File: src/rtl/vslc_eeprom_fetch.sv
// ---------------------------------------------------------------------------
// vslc_eeprom_fetch
//   SPI EEPROM read front-end for the VSLC core. Issues a sequential READ
//   (0x03) at a given address to a 25xx-style EEPROM. It then streams program
//   bytes to the instruction executor over a valid/ready byte interface. SCK
//   is stalled (held low, cs_n kept asserted) while the consumer applies
//   backpressure.
//
// Parameters
//   ADDR_W          EEPROM address width in bits (8 or 16)
//   SCK_DIV         SCK half-period in clk cycles (>= 1)
//   CS_HIGH_CYCLES  minimum cs_n deassert time after a read is aborted
//
// Ports
//   clk, rst_n            clock (rising edge), synchronous active-low reset
//   i_start, i_start_addr begin a read at i_start_addr (IDLE only)
//   i_abort               end the current read and deassert cs_n
//   o_busy                high from start accept until back in IDLE
//   o_byte_data/addr      fetched byte and its EEPROM address
//   o_byte_valid          byte output valid
//   i_byte_ready          consumer ready
//   o_spi_sck/cs_n/copi   SPI mode 0 controller outputs
//   i_spi_cipo            SPI controller input, sampled as SCK rises
//
// Configuration
//   VSLC_FETCH_SKID_EN  when defined, adds a one-byte skid buffer. The next
//                       byte keeps shifting while the output is held.
//                       Otherwise a single output register is used, and SCK
//                       stalls whenever a byte sits unaccepted.
//
// Handshake: a byte transfers on any clk edge where o_byte_valid and
// i_byte_ready are both high. While o_byte_valid is high and i_byte_ready is
// low, o_byte_data and o_byte_addr hold their values. o_byte_valid never
// drops without an accept, except on abort or reset.
// ---------------------------------------------------------------------------
module vslc_eeprom_fetch #(
  parameter int ADDR_W         = 8,
  parameter int SCK_DIV        = 1,
  parameter int CS_HIGH_CYCLES = 4
) (
  input  logic              clk,
  input  logic              rst_n,
  input  logic              i_start,
  input  logic [ADDR_W-1:0] i_start_addr,
  input  logic              i_abort,
  output logic              o_busy,
  output logic [7:0]        o_byte_data,
  output logic [ADDR_W-1:0] o_byte_addr,
  output logic              o_byte_valid,
  input  logic              i_byte_ready,
  output logic              o_spi_sck,
  output logic              o_spi_cs_n,
  output logic              o_spi_copi,
  input  logic              i_spi_cipo
);

  localparam int DIV_W = (SCK_DIV > 1) ? $clog2(SCK_DIV) : 1;
  localparam int CSC_W = (CS_HIGH_CYCLES > 1) ? $clog2(CS_HIGH_CYCLES) : 1;
  localparam int BIT_W = 5;
  localparam int TX_W  = 8 + ADDR_W;

  localparam logic [DIV_W-1:0] DIV_LAST  = DIV_W'(SCK_DIV - 1);
  localparam logic [CSC_W-1:0] CSC_LAST  = CSC_W'(CS_HIGH_CYCLES - 1);
  localparam logic [BIT_W-1:0] BYTE_LAST = BIT_W'(7);
  localparam logic [BIT_W-1:0] ADDR_LAST = BIT_W'(ADDR_W - 1);
  localparam logic [7:0]       READ_CMD  = 8'h03;

  typedef enum logic [2:0] {
    S_IDLE,
    S_CS_SETUP,
    S_CMD,
    S_ADDR,
    S_DATA,
    S_HOLD,
    S_CS_HIGH
  } state_t;

  state_t              r_state;
  state_t              w_state_nxt;

  logic                r_cs_n;
  logic                r_sck;
  logic                r_copi;
  logic [DIV_W-1:0]    r_div;       // clk count within the current SCK phase
  logic [BIT_W-1:0]    r_bit;       // slot index within CMD / ADDR / DATA
  logic [TX_W-1:0]     r_tx;        // command + address, shifted out MSB first
  logic [7:0]          r_rx;        // incoming byte, shifted in MSB first
  logic [CSC_W-1:0]    r_cs_cnt;
  logic [7:0]          r_data;
  logic [ADDR_W-1:0]   r_addr;
  logic                r_valid;
  logic [ADDR_W-1:0]   r_next_addr; // address of the byte currently shifting
`ifdef VSLC_FETCH_SKID_EN
  logic [7:0]          r_skid_data;
  logic [ADDR_W-1:0]   r_skid_addr;
  logic                r_skid_valid;
`endif

  logic w_slot_tick;
  logic w_high_end;
  logic w_bit_last;
  logic w_accept;
  logic w_byte_done;
  logic w_need_hold;
  logic w_abort;

  assign w_slot_tick = (r_div == DIV_LAST);
  assign w_high_end  = w_slot_tick & r_sck;
  assign w_bit_last  = (r_state == S_ADDR) ? (r_bit == ADDR_LAST) : (r_bit == BYTE_LAST);
  assign w_accept    = r_valid & i_byte_ready;
  assign w_byte_done = (r_state == S_DATA) & w_high_end & w_bit_last;
  assign w_abort     = i_abort & (r_state != S_IDLE);

`ifdef VSLC_FETCH_SKID_EN
  // No space only when the skid already holds a finished byte and the output
  // is not being drained this cycle.
  assign w_need_hold = r_skid_valid & ~i_byte_ready;
`else
  // Single output register: stall as soon as a byte sits unaccepted.
  assign w_need_hold = r_valid & ~i_byte_ready;
`endif

  // State register
  always_ff @(posedge clk) begin
    if (!rst_n) begin
      r_state <= S_IDLE;
    end else begin
      r_state <= w_state_nxt;
    end
  end

  // Next-state logic
  always_comb begin
    w_state_nxt = r_state;
    if (w_abort) begin
      w_state_nxt = S_CS_HIGH;
    end else begin
      case (r_state)
        // abort in IDLE beats a simultaneous start
        S_IDLE:     if (i_start && !i_abort) w_state_nxt = S_CS_SETUP;
        S_CS_SETUP: if (w_slot_tick) w_state_nxt = S_CMD;
        S_CMD:      if (w_high_end && w_bit_last) w_state_nxt = S_ADDR;
        S_ADDR:     if (w_high_end && w_bit_last) w_state_nxt = S_DATA;
        // Stalls are only taken with SCK low so a slot is never cut short
        // while high.
        S_DATA:     if (!r_sck && w_need_hold) w_state_nxt = S_HOLD;
        S_HOLD:     if (!w_need_hold) w_state_nxt = S_DATA;
        S_CS_HIGH:  if (r_cs_cnt == CSC_LAST) w_state_nxt = S_IDLE;
        default:    w_state_nxt = S_IDLE;
      endcase
    end
  end

  // Datapath, SPI pins and output buffers
  always_ff @(posedge clk) begin
    if (!rst_n) begin
      r_cs_n       <= 1'b1;
      r_sck        <= 1'b0;
      r_copi       <= 1'b0;
      r_div        <= '0;
      r_bit        <= '0;
      r_tx         <= '0;
      r_rx         <= '0;
      r_cs_cnt     <= '0;
      r_data       <= '0;
      r_addr       <= '0;
      r_valid      <= 1'b0;
      r_next_addr  <= '0;
`ifdef VSLC_FETCH_SKID_EN
      r_skid_data  <= '0;
      r_skid_addr  <= '0;
      r_skid_valid <= 1'b0;
`endif
    end else begin
      r_cs_n <= (w_state_nxt == S_IDLE) || (w_state_nxt == S_CS_HIGH);

      if (w_abort) begin
        r_sck        <= 1'b0;
        r_copi       <= 1'b0;
        r_div        <= '0;
        r_bit        <= '0;
        r_cs_cnt     <= '0;
        r_valid      <= 1'b0;
`ifdef VSLC_FETCH_SKID_EN
        r_skid_valid <= 1'b0;
`endif
      end else begin
        // Output buffer management
`ifdef VSLC_FETCH_SKID_EN
        if (w_accept) begin
          if (r_skid_valid) begin
            r_data       <= r_skid_data;
            r_addr       <= r_skid_addr;
            r_skid_valid <= 1'b0;
          end else begin
            r_valid <= 1'b0;
          end
        end
        if (w_byte_done) begin
          if (!r_valid || (w_accept && !r_skid_valid)) begin
            r_data  <= r_rx;
            r_addr  <= r_next_addr;
            r_valid <= 1'b1;
          end else begin
            r_skid_data  <= r_rx;
            r_skid_addr  <= r_next_addr;
            r_skid_valid <= 1'b1;
          end
          r_next_addr <= r_next_addr + 1'b1;
        end
`else
        if (w_accept) begin
          r_valid <= 1'b0;
        end
        // The stall guarantees the output is free (or draining) here.
        if (w_byte_done) begin
          r_data      <= r_rx;
          r_addr      <= r_next_addr;
          r_valid     <= 1'b1;
          r_next_addr <= r_next_addr + 1'b1;
        end
`endif

        case (r_state)
          S_IDLE: begin
            if (w_state_nxt == S_CS_SETUP) begin
              r_tx        <= {READ_CMD, i_start_addr};
              r_next_addr <= i_start_addr;
              r_div       <= '0;
            end
          end
          S_CS_SETUP: begin
            if (w_slot_tick) begin
              // First command bit is presented at the start of slot 0.
              r_div  <= '0;
              r_bit  <= '0;
              r_copi <= r_tx[TX_W-1];
              r_tx   <= {r_tx[TX_W-2:0], 1'b0};
            end else begin
              r_div <= r_div + 1'b1;
            end
          end
          S_CMD, S_ADDR, S_DATA: begin
            if (w_state_nxt == S_HOLD) begin
              r_div <= '0;
            end else if (w_slot_tick) begin
              r_div <= '0;
              r_sck <= ~r_sck;
              if (!r_sck) begin
                // SCK about to rise: capture cipo on this edge.
                r_rx <= {r_rx[6:0], i_spi_cipo};
              end else begin
                // End of slot: SCK falls, next slot begins, copi updates.
                r_bit <= w_bit_last ? '0 : r_bit + 1'b1;
                if ((r_state == S_DATA) || ((r_state == S_ADDR) && w_bit_last)) begin
                  r_copi <= 1'b0;
                end else begin
                  r_copi <= r_tx[TX_W-1];
                  r_tx   <= {r_tx[TX_W-2:0], 1'b0};
                end
              end
            end else begin
              r_div <= r_div + 1'b1;
            end
          end
          S_CS_HIGH: begin
            r_cs_cnt <= r_cs_cnt + 1'b1;
          end
          default: begin
          end
        endcase
      end
    end
  end

  assign o_busy       = (r_state != S_IDLE);
  assign o_byte_data  = r_data;
  assign o_byte_addr  = r_addr;
  assign o_byte_valid = r_valid;
  assign o_spi_sck    = r_sck;
  assign o_spi_cs_n   = r_cs_n;
  assign o_spi_copi   = r_copi;

endmodule
File: config.mk
export PLATFORM = sky130hd
export DESIGN_NAME = vslc_eeprom_fetch
export DESIGN_NICKNAME = d
export VERILOG_FILES = /design/src/rtl/vslc_eeprom_fetch.sv
export SDC_FILE = /design/constraint.sdc
export NUM_CORES = 1
export LEC_CHECK = 0
export ABC_AREA = 1
export BUFFER_PORTS_ARGS = -buffer_cell sky130_fd_sc_hd__buf_2
export CAP_MARGIN = 20
export CORE_ASPECT_RATIO = 0.8
export CORE_MARGIN = 10
export CORE_UTILIZATION = 30
export CTS_CLUSTER_DIAMETER = 150
export DETAILED_ROUTE_END_ITERATION = 6
export SETUP_SLACK_MARGIN = 0.05
export SLEW_MARGIN = 10
export SYNTH_ARGS = -nofsm -noshare
export SYNTH_HDL_FRONTEND = slang
export SYNTH_SLANG_ARGS = --single-unit
File: constraint.sdc
create_clock -name clk -period 1.7 [get_ports clk]
set_input_delay 0.17 -clock clk [delete_from_list [all_inputs] [get_ports clk]]
set_output_delay 0.17 -clock clk [all_outputs]
set_load 0.005 [all_outputs]
## Yosys cells after proc, flatten, opt, wreduce, memory -nomap -nowiden

Index checks and enable logic that the tools add are counted.

- Word-level logic and storage cells: 105
- Register bits after elaboration: 63
- Input port bits: 14

- Muxes and demuxes: 37
- Equality and inequality tests: 17
- Reduce and logical (&&, ||, !) cells: 22
- Bitwise gates (word level): 12
- Add/sub/neg operators: 4

Operators by type and width:

| cell | number |
|---|---|
| 2-to-1 mux 16 bit | 6 |
| one-hot mux 16 bit (3 select lines) | 1 |
| 2-to-1 mux 5 bit | 5 |
| 2-to-1 mux 3 bit | 8 |
| 2-to-1 mux 8 bit | 3 |
| one-hot mux 3 bit (7 select lines) | 1 |
| == test 3 bit (second input constant) | 5 |
| != test 2 bit (second input constant) | 6 |
| 2-to-1 mux 1 bit | 10 |
| one-hot mux 5 bit (2 select lines) | 1 |
| AND reduction 5 bit | 2 |
| adder 8 x 1 -> 8 bit (second input constant) | 1 |
| AND reduction 8 bit | 1 |
| AND 1 bit | 6 |
| == test 3 x 1 -> 1 bit (second input constant) | 2 |
| == test 3 x 2 -> 1 bit (second input constant) | 2 |
| zero test 3 bit | 2 |
| NOT 1 bit | 6 |
| nonzero test 3 bit | 2 |
| adder 5 x 1 -> 5 bit (second input constant) | 1 |
| == test 5 x 3 -> 1 bit (second input constant) | 1 |
| logical AND 1 bit | 4 |
| AND reduction 2 bit | 2 |
| nonzero test 2 bit | 2 |
| other kinds (10) | 12 |

## Longest topological paths before layout

- Depth in word-level cells: 9
- Gate-level depth with buffers: 15
- Mapped depth without buffers: 15

## Worst setup path after synthesis

OpenSTA, ideal clock, no wires.

- Path kind: flip-flop to flip-flop
- From: reg r_bit[0]
- To: reg r_next_addr[7]
- Buffers on the path: 0
- Data arrival time: 1565 ps
- Stages on the path, launching flop included: 15
- Setup time: 112 ps
- Setup slack: 23 ps
- Period minus slack after synthesis: 1677 ps
- Cells stage by stage: dfxtp_1 -> ha_1 -> nand2_1 -> inv_1 -> nand2_1 -> inv_1 -> nand3_2 -> nor2_1 -> nand3_1 -> nor2_1 -> nand2_1 -> xor2_1 -> nand2_1 -> nand2_1 -> nand2_1

- Cells in the longest elaborated chain, start to end: 8
- Elaborated cells on any way between the ends: 11

Ends and longest elaborated chain:

| item | line | RTL |
|---|---|---|
| from (decl) | 85 | `logic [BIT_W-1:0] r_bit;` |
| from (signal assigned) | 254 | `r_bit <= w_bit_last ? '0 : r_bit + 1'b1;` |
| == test 5 x 3 -> 1 bit (*) | 109 | `assign w_bit_last = (r_state == S_ADDR) ? (r_bit == ADDR_LAST) : (r_bit == BYTE_LAST);` |
| logical AND 1 bit | 142, 143 |  |
| 2-to-1 mux 3 bit (on tied branches) | 143, 142 |  |
| one-hot mux 3 bit (7 select lines) | 138 | `case (r_state)` |
| 2-to-1 mux 3 bit | 135 | `if (w_abort) begin` |
| == test 3 x 1 -> 1 bit | 226 | `if (w_state_nxt == S_CS_SETUP) begin` |
| 2-to-1 mux 8 bit | 226 |  |
| 2-to-1 mux 8 bit (*) | 224 | `case (r_state)` |
| to (signal assigned) | 220 | `r_next_addr <= r_next_addr + 1'b1;` |
| to (signal assigned) | 228 | `r_next_addr <= i_start_addr;` |
| to (decl) | 92 | `logic [ADDR_W-1:0] r_next_addr;` |

Every way passes the cells marked *; elsewhere a longest branch is shown, timed or not.
A chain may end at the register's enable or synchronous reset.

## Worst setup path in the final report

- From: reg r_bit[0]
- To: reg r_bit[2]

- Cells in the longest elaborated chain, start to end: 8
- Elaborated cells on any way between the ends: 15

Ends and longest elaborated chain:

| item | line | RTL |
|---|---|---|
| == test 5 x 3 -> 1 bit | 109 |  |
| logical AND 1 bit | 142, 143 |  |
| 2-to-1 mux 3 bit (on tied branches) | 143, 142 |  |
| one-hot mux 3 bit (7 select lines) | 138 |  |
| 2-to-1 mux 3 bit | 135 |  |
| == test 3 bit | 244 | `if (w_state_nxt == S_HOLD) begin` |
| != test 2 bit (no source line) | - |  |
| AND reduction 5 bit (no source line) | - |  |

Several ways; a longest one is shown, not always the timed one. The select of a mux whose other input is x is not followed.

==> flow_summary.ini <==
[global_route]
grt_pass1_vias = 2822
grt_pass1_wl_um = 13300
grt_util_all_layers = 0.113
grt_max_degree = 31
antenna_found_initial = 0
grt-ovfl-total = 0

[power]
vdd_drop_max_v = 0.000653
intPower_w = 0.00468
power_frac_seq = 0.245
switching_power_w = 0.00323
p_leak_nw = 2.00
sw_frac_of_total = 0.409
clkPwrFrac = 0.234
power_density_nw_per_um2 = 1790
pwr-share-comb = 0.521

[min_path]
holdPathStages = 3
min_from = i_start_addr[0]
holdPathEnd = r_tx[0]
hold_class = primary input to register

[worst_setup_path]
endpoint_kind = register
critPathLaunchType = register
critPathArrivalTime_ns = 1.98
reg2reg_from = r_bit[0]
critPathMostFrequentCell = nand2_4
worstSetupPathType = register to register
slowest_stage = dfxtp_2
critPathMaxFanout = 8
worstPathCellList = ha_4 -> nand2_4 -> inv_4 -> nand3_4 -> nand2_1 -> nand2_1 -> nand3_2 -> nand4_4 -> nand2_4 -> nand2_4 -> nand2_8 -> inv_2 -> nor2_1 -> nor2_1
slowest_delay_ns = 0.35
cp.required_ns = 1.92
ff2ff_path_depth = 14
crit_start = r_bit[0]
r2r_setup_slack_ns = -0.06
timing.rr.end = r_bit[2]

[timing]
finClkSkew_ns = 0.00894
fin_crit_ns = 1.76
fin_crit_sh = 1.03
slew_headroom = 0.802
tightest_slew_ns = 0.297
rsz0062_at_grt = yes
finalHoldViolations = 0
setup_violations = 19
fin_ws_ns = -0.0564
fmax_mhz = 569
slew_viol_final = 0

[outcome]
violations = negative setup slack
status = finished with violations

[cells_and_area]
fill_cells = 920
nNetsFinal = 518
diodes = 0
area_growth_pct = 49.1
drive_gt1_frac = 0.398
postLayoutCellArea_um2 = 4420

[logic_synthesis]
ys_top_cells_by_area = dfxtp_1 (42%), nand2_1 (9.4%), nor2_1 (7.7%), inv_1 (6.5%), o21ai_0 (5.7%)
yosysTopAreaCell = dfxtp_1
syn_area_um2 = 2960
async_flop_share = 0
ys.warnings.count = 0
synth_cell_type_count = 35
yosysMostFrequentCell = nand2_1
syn_avg_cell_area_um2 = 7.16
synth_edf_count = 0
synth_commonest_cells = nand2_1 (74), dfxtp_1 (62), nor2_1 (61)
ys.flop_type = dfxtp_1
synth-seq-cells = 62
netlist_instances = 414
synth_top_area_share = 0.419
yosysSeqAreaShare = 0.419
synth_nets = 431

[drt]
wirelength_um = 8310
via_count = 2927
dr.pass1.iters = 4
drc = 0
routed_via_density = 4.57
ant_nets = 0
drt_iter0_markers = 105
wl_per_cell_um = 13.0

[clocking]
clk_pin_slew_ns = 0.05
cts_buffers = 9
hold_buffers = 0
htree_levels = 3
clockRootBuffer = clkbuf_16
clockBufferDepth = 2
clk_latency_ns = 0.33
cts_tree = yes
clkSinkCount = 62

[placement]
dp_slack_ns = -0.171
port_buffers = 34
routabilityCongestion = 0.894
dpl.hpwl_um = 5440
place_area_um2 = 3510

[floorplanning]
die_y_um = 109
dieArea_um2 = 14300
initial_utilization = 0.307
placementRows = 32
core_um2 = 9650
die-width_um = 131
io_pins = 35

[run]
cap_violations = 0
routing by layer:
metal | up-vias | routed length, µm | GRT usage
met2 | 76 | 3840 | 0.175
met4 | 0 | 111 | 0.0473
met1 | 1334 | 3820 | 0.142
met5 | - | 0 | 0
li1 | 1504 | - | -
met3 | 13 | 530 | 0.0395
worst max-delay path, delay by kind of cell (launching register included):
kind          cells  cell delay (ns)
fa+ha+maj         1             0.15
buf+inv           2             0.12
flops             1             0.35
simple gates     11             1.01
layout make-up:
cell class,count,area [µm²],area share
multi-input combinational,279,1760,0.399
sequential,62,1250,0.283
timing repair buffer,88,687,0.155
clock buffer,12,256,0.0580
inverter,60,240,0.0543
tap,136,170,0.0385
clock inverter,3,43.8,0.00991
timing repair inverter,1,8.76,0.00198
through the flow:
stage | utilization | total power (W) | hold slack, ns | setup TNS (ns) | instances
after CTS | 0.420 | 0.00723 | 0.115 | -0.551 | 628
after global placement | 0.364 | 0.00473 | 0.447 | -0.876 | 602
after detailed placement | 0.364 | 0.00481 | 0.442 | -3.40 | 602
after global routing | 0.458 | 0.00846 | 0.121 | -4.44 | 641
after floorplan | - | 0.00391 | 0.317 | 0 | 414
final | 0.458 | 0.00791 | 0.122 | -0.550 | 641
power by group through the flow:
stage / Combinational, W / Sequential [W] / Clock, W
6_report: 0.00412 / 0.00194 / 0.00185
5_1_grt: 0.00454 / 0.00196 / 0.00195
4_1_cts: 0.00344 / 0.00190 / 0.00189
3_5_place_dp: 0.00289 / 0.00191 / 0
3_3_place_gp: 0.00282 / 0.00191 / 0
2_1_floorplan: 0.00202 / 0.00190 / 0
how the worst max path moves through the flow:
stage / depth (start not counted) / endpoint
floorplan: 14 / r_bit[2]
global placement: 14 / r_bit[1]
detailed placement: 14 / r_bit[2]
CTS: 12 / r_tx[10]
global route: 15 / r_rx[7]
finish: 14 / r_bit[2]
state kept, by name, summed over array words and instances, names as in the netlist:
register,flops
o_byte_addr,8
o_spi_copi,1
r_next_addr,8
o_spi_sck,1
r_rx,8
r_tx,16
o_byte_valid,1
o_spi_cs_n,1
r_state,3
r_cs_cnt,2
r_bit,5
o_byte_data,8
cell families (layout without fill, tap and decap cells):
family	Yosys count	count (layout)	share of synthesized area
AND/OR/NAND/NOR	195	195	0.313
flip-flops	62	62	0.419
AO/OA/AOI/OAI	74	74	0.136
buffers and inverters	73	164	0.0992
adder cells (fa/ha/maj)	3	3	0.0127
XOR/XNOR	7	7	0.0207
cells in the final DEF, fill, tap and decap left out, types with 2 or more instances in the layout:
cell       count
nor3_4         4
ha_1           2
dfxtp_1       57
buf_12         4
inv_1         44
nand2_1       63
nand2_2       13
nand3_2       14
nor2_1        44
nand3_1       15
dfxtp_2        3
o21ai_1       14
nand4_1        3
a21oi_2        3
o22ai_1        4
nand3_4        2
buf_6          7
clkinv_1       2
buf_4         41
nor3_1         2
clkbuf_8       2
nand2_8        2
a21oi_1       21
a211oi_2       7
o21ai_0       21
nand2_4        7
buf_2         34
inv_2         11
clkinv_4       2
dfxtp_4        2
o211ai_1       2
nor2_4         9
xor2_1         7
clkbuf_16     11
nor2_2        12
timing repair:
item	CTS	global route
resized for setup	44	70
buffers inserted	11	9
cloned	0	4
setup endpoints to repair	55	59
pin swaps	14	15
Power figures use the tool's default switching activity.
